## src/rtl/multi_try_code_lock.sv

```systemverilog
// multi_try_code_lock
//   Combination-lock controller between a debounced switch bank and the lock
//   actuator / alarm. A code of CODE_LEN digits is entered one switch press
//   at a time. A digit is the index of the switch that was pressed. The code
//   can be reprogrammed while the lock is open. After MAX_TRIES wrong entries
//   the lock enters a sticky alarm state that only reset_n clears. An entry
//   that stalls for ENTRY_CYCLES cycles is abandoned. An open lock relocks by
//   itself after UNLOCK_CYCLES cycles.
// Ports
//   clock       rising-edge clock
//   reset_n     synchronous active-low reset
//   switches    debounced switch levels (N_SW)
//   relock      force LOCKED from UNLOCKED
//   prog_we     code-digit write strobe (UNLOCKED only)
//   prog_idx    digit position to write (IW)
//   prog_digit  switch index to store (DW)
//   locked      1 in every state except UNLOCKED
//   alarm       1 in ALARM
//   entry_idx   digits correctly entered so far (IW)
//   fail_cnt    wrong entries since last unlock/reset, saturating (FW)
module multi_try_code_lock #(
  parameter int N_SW          = 8,
  parameter int CODE_LEN      = 4,
  parameter int MAX_TRIES     = 3,
  parameter int UNLOCK_CYCLES = 1000,
  parameter int ENTRY_CYCLES  = 5000,
  localparam int DW = $clog2(N_SW),
  localparam int IW = $clog2(CODE_LEN),
  localparam int FW = $clog2(MAX_TRIES + 1)
) (
  input  logic          clock,
  input  logic          reset_n,
  input  logic [N_SW-1:0] switches,
  input  logic          relock,
  input  logic          prog_we,
  input  logic [IW-1:0] prog_idx,
  input  logic [DW-1:0] prog_digit,
  output logic          locked,
  output logic          alarm,
  output logic [IW-1:0] entry_idx,
  output logic [FW-1:0] fail_cnt
);

  localparam int UW = ($clog2(UNLOCK_CYCLES) < 1) ? 1 : $clog2(UNLOCK_CYCLES);
  localparam int EW = ($clog2(ENTRY_CYCLES) < 1) ? 1 : $clog2(ENTRY_CYCLES);

  localparam logic [UW-1:0] UNLOCK_LAST = UW'(UNLOCK_CYCLES - 1);
  localparam logic [EW-1:0] ENTRY_LAST  = EW'(ENTRY_CYCLES - 1);
  localparam logic [IW-1:0] LAST_IDX    = IW'(CODE_LEN - 1);
  localparam logic [FW-1:0] FAIL_MAX    = FW'(MAX_TRIES);

  typedef enum logic [1:0] {
    S_LOCKED   = 2'd0,
    S_UNLOCKED = 2'd1,
    S_ALARM    = 2'd2
  } state_t;

  state_t          state_q, state_d;
  logic [N_SW-1:0] prev_sw_q;
  logic [IW-1:0]   entry_q, entry_d;
  logic [FW-1:0]   fail_q, fail_d;
  logic [EW-1:0]   etmr_q, etmr_d;
  logic [UW-1:0]   utmr_q, utmr_d;
  logic [DW-1:0]   code_q [CODE_LEN];
  logic [DW-1:0]   code_d [CODE_LEN];
  logic            locked_q, locked_d;
  logic            alarm_q, alarm_d;

  logic [N_SW-1:0] rise;
  logic            press_any;
  logic            press_one;
  logic [DW-1:0]   press_idx;
  logic            prog_ok;

  // Press detection: any rising edge is a press; only a single rising bit
  // is a usable digit, several at once count as a wrong press.
  always_comb begin
    rise      = switches & ~prev_sw_q;
    press_any = |rise;
    press_one = press_any && ((rise & (rise - 1'b1)) == '0);
    press_idx = '0;
    for (int i = 0; i < N_SW; i++) begin
      if (rise[i]) press_idx = DW'(i);
    end
    prog_ok = (int'(prog_idx) < CODE_LEN) && (int'(prog_digit) < N_SW);
  end

  always_comb begin
    state_d = state_q;
    entry_d = entry_q;
    fail_d  = fail_q;
    etmr_d  = etmr_q;
    utmr_d  = utmr_q;
    code_d  = code_q;

    case (state_q)
      S_LOCKED: begin
        utmr_d = '0;
        if (press_any) begin
          // A press always beats a coincident entry timeout.
          etmr_d = '0;
          if (press_one && (press_idx == code_q[entry_q])) begin
            if (entry_q == LAST_IDX) begin
              state_d = S_UNLOCKED;
              entry_d = '0;
              fail_d  = '0;
            end else begin
              entry_d = entry_q + 1'b1;
            end
          end else begin
            entry_d = '0;
            if (fail_q >= FAIL_MAX - 1'b1) begin
              fail_d  = FAIL_MAX;
              state_d = S_ALARM;
            end else begin
              fail_d = fail_q + 1'b1;
            end
          end
        end else if (entry_q != '0) begin
          if (etmr_q == ENTRY_LAST) begin
            entry_d = '0;
            etmr_d  = '0;
          end else begin
            etmr_d = etmr_q + 1'b1;
          end
        end else begin
          etmr_d = '0;
        end
      end

      S_UNLOCKED: begin
        entry_d = '0;
        etmr_d  = '0;
        if (relock) begin
          state_d = S_LOCKED;
          utmr_d  = '0;
        end else if (prog_we) begin
          // Any write attempt, even an out-of-range one, restarts the timer.
          utmr_d = '0;
          if (prog_ok) code_d[prog_idx] = prog_digit;
        end else if (utmr_q == UNLOCK_LAST) begin
          state_d = S_LOCKED;
          utmr_d  = '0;
        end else begin
          utmr_d = utmr_q + 1'b1;
        end
      end

      default: begin
        // ALARM is sticky; everything is held until reset.
        state_d = S_ALARM;
      end
    endcase

    locked_d = (state_d != S_UNLOCKED);
    alarm_d  = (state_d == S_ALARM);
  end

  // State register
  always_ff @(posedge clock) begin
    prev_sw_q <= switches;
    if (!reset_n) begin
      state_q  <= S_LOCKED;
      entry_q  <= '0;
      fail_q   <= '0;
      etmr_q   <= '0;
      utmr_q   <= '0;
      locked_q <= 1'b1;
      alarm_q  <= 1'b0;
      for (int i = 0; i < CODE_LEN; i++) begin
        code_q[i] <= DW'(i % N_SW);
      end
    end else begin
      state_q  <= state_d;
      entry_q  <= entry_d;
      fail_q   <= fail_d;
      etmr_q   <= etmr_d;
      utmr_q   <= utmr_d;
      locked_q <= locked_d;
      alarm_q  <= alarm_d;
      code_q   <= code_d;
    end
  end

  assign locked    = locked_q;
  assign alarm     = alarm_q;
  assign entry_idx = entry_q;
  assign fail_cnt  = fail_q;

endmodule

```

## config.mk

```make
export PLATFORM = sky130hd
export DESIGN_NAME = multi_try_code_lock
export DESIGN_NICKNAME = d
export VERILOG_FILES = /design/src/rtl/multi_try_code_lock.sv
export SDC_FILE = /design/constraint.sdc
export NUM_CORES = 1
export LEC_CHECK = 0
export ABC_AREA = 1
export ABC_CLOCK_PERIOD_IN_PS = 1830
export CAP_MARGIN = 15
export CORE_MARGIN = 2
export CORE_UTILIZATION = 57
export CTS_CLUSTER_DIAMETER = 30
export CTS_CLUSTER_SIZE = 25
export DETAILED_ROUTE_END_ITERATION = 12
export PLACE_DENSITY = 0.79
export SKIP_CTS_REPAIR_TIMING = 1
export SLEW_MARGIN = 20
export SYNTH_ARGS = -nofsm -noshare
export SYNTH_HDL_FRONTEND = slang
export SYNTH_SLANG_ARGS = --single-unit
```

## constraint.sdc

```tcl
create_clock -name clock -period 1.83 [get_ports clock]
set_clock_uncertainty 0.05 [all_clocks]
set_input_delay 0.183 -clock clock [delete_from_list [all_inputs] [get_ports clock]]
set_output_delay 0.183 -clock clock [all_outputs]
set_load 0.03 [all_outputs]
```

==> metrics <==
status finished clean; HPWL after DPL 3749 um; Max Slew Vio Count 0; port buffer count 22; TritonCTS clock tree built; most common cell in the netlist nand2_1; clk_lat worst skew 0.30 ns; worst r2r path cells 14; Async SR Flop Fraction 0%; global-route wire length before repair 8680 um; min Tclk post-route 1.704 ns; Die Area 4904 um^2; fin area 2974 um^2; Top Layer Used met4; Worst slew margin 77.96%; drt total wl 5049 um; yosys warns 0; largest net degree at the start of global routing 20; Final Core Density 69.75%; cells after synthesis 361; vias 2317; DRC 0; Worst Tran Pin Value 0.3275 ns; sequential fraction of the synthesis area 41.09%; WP data arrival 1.47 ns; Synth area leader dfxtp_1; number of synthesized flops with an enable pin 0; met3 routed WL 177 um; area post-placement 2867 um^2; vias in the first global route 2152; Final setup viols 0; Initial Util 58.27%; main area contributors after synthesis dfxtp_1, nand2_1, inv_1, nor2_1, a21oi_1; Yosys cell types 34; Core ar. 4264 um^2; P&R area growth vs syn 19.69%; syn nets 382; Worst EP required 1.60 ns; syn avg cell area 6.883 um^2; worst hold path type in2reg; Chip Width 70.03 um; Longest Clk Path Bufs 2; placed instance count 445; Routed Antenna Nets 0; Pre-Repair DR Iteration Count 4; synthesized cell area 2485 um^2; Crit Path Max Fanout 6; DR vias/cell 5.104; top_reg_cell synth dfxtp_1; type of the worst setup path reg2out; nature of the critical path endpoint output port; WL per Instance 11.12 um; H-tree levels 2; top cell type's share of synthesized area 41.09%; Final Cycle Share 93.09%; Tot Pwr 0.002076 W; I/O pin count 23; clk slew on worst S/H paths 0.09 ns; Post-synth top cells nand2_1, dfxtp_1, inv_1; standard-cell rows 24; Final Hold Viols 0; CTS buffer count 5; initial antenna violation count 0; Worst setup SP type flip-flop; Fmax 587.0 MHz; Overflow after GRT 0; Die Height 70.03 um; clock sinks 51; Setup TNS 0 ns; RD Place Congestion 0.8487; Worst Hold Path Cells 1; Power Density 698.0 nW/um^2; Max-cap violations 0; VDD IR max 508.9 uV; DRT iter0 DRCs 119; CTS root buf clkbuf_8; M1 WL 2389 um; overall global routing resource usage 21.57%; fill count 356; diode count 0; DR WL met2 2439 um; Final Non-Filler Cells 454; layout cells sized above 1 11.44%; final net count 422; Yosys reg bits 51; Pleak 1.212 nW
-- logic make-up after synthesis --
logic type	share of synthesized area (%)
xor gates and xnor gates	1.410
DFF	41.09
AOI/OAI and AO/OA	15.41
buffers and inverters	9.416
adders and majority gates	2.014
and+or+nand+nor	30.67
-- stage by stage --
step / setup slack, ns / hold WS, ns
floorplan: 0.02702 / 0.1607
global route: -0.006248 / 0.2985
detailed placement: -0.1363 / 0.3855
finish: 0.1264 / 0.2945
CTS: 0.08360 / 0.2950
global placement: -0.07373 / 0.3800
-- power breakdown --
group	internal, W	switching [W]
clock network	0.000263	0.000368
registers	0.00114	0.0000168
logic	0.000118	0.000176
-- critical path: stages (launching register included) --
cell,delay (ns)
dfxtp_2,0.38
buf_6,0.13
clkdlybuf4s50_1,0.66
-- layer usage --
metal / vias to the layer above / GRT usage [%]
met2: 36 / 37.35
met5: - / 0
met4: 0 / 6.624
li1: 1247 / -
met3: 5 / 4.618
met1: 1029 / 26.86
-- sequential cells by signal, indices dropped and copies added (netlist names) --
signal / count
etmr_q: 13
fail_cnt: 2
entry_idx: 2
locked: 1
alarm: 1
prev_sw_q: 8
code_q: 12
state_q: 2
utmr_q: 10
-- worst paths after layout --
check / startpoint / endpoint / slack [ns]
min reg2reg: code_q[11] / code_q[11] / 0.40
max: entry_idx[0] / entry_idx[0] / 0.13
min: switches[3] / prev_sw_q[3] / 0.29
max reg2reg: entry_idx[0] / locked / 0.15
-- layout by cell type, fill, tap and decap left out, types with 2 or more instances in the layout --
master / netlist / routed
xor2_1: 3 / 3
o21bai_1: 2 / 2
dfxtp_2: 0 / 2
dfxtp_1: 51 / 49
nand4_1: 4 / 4
a211oi_1: 5 / 5
nand3_1: 21 / 20
clkdlybuf4s50_1: 0 / 22
a21oi_2: 2 / 2
clkbuf_8: 0 / 5
nand3_2: 2 / 3
ha_1: 4 / 4
nand2_2: 3 / 3
inv_1: 48 / 48
a21oi_1: 26 / 26
nor2_1: 35 / 34
nand2_1: 92 / 92
nor2_2: 2 / 3
o21ai_0: 23 / 23
clkinv_2: 0 / 3
a221oi_1: 3 / 3
o211ai_1: 3 / 3
nor3_1: 11 / 11
buf_4: 1 / 19
-- final cells by class --
| cell class | instances | area (um^2) | area share [%] |
|---|---|---|---|
| multi-input cells | 251 | 1237 | 41.61 |
| inverters | 50 | 190.2 | 6.395 |
| well taps | 52 | 65.06 | 2.188 |
| flip-flops and latches | 51 | 1023 | 34.41 |
| clock inverters | 3 | 15.01 | 0.5048 |
| repair buffers | 42 | 374.1 | 12.58 |
| clock buffers | 5 | 68.82 | 2.314 |
Power figures use the tool's default switching activity.
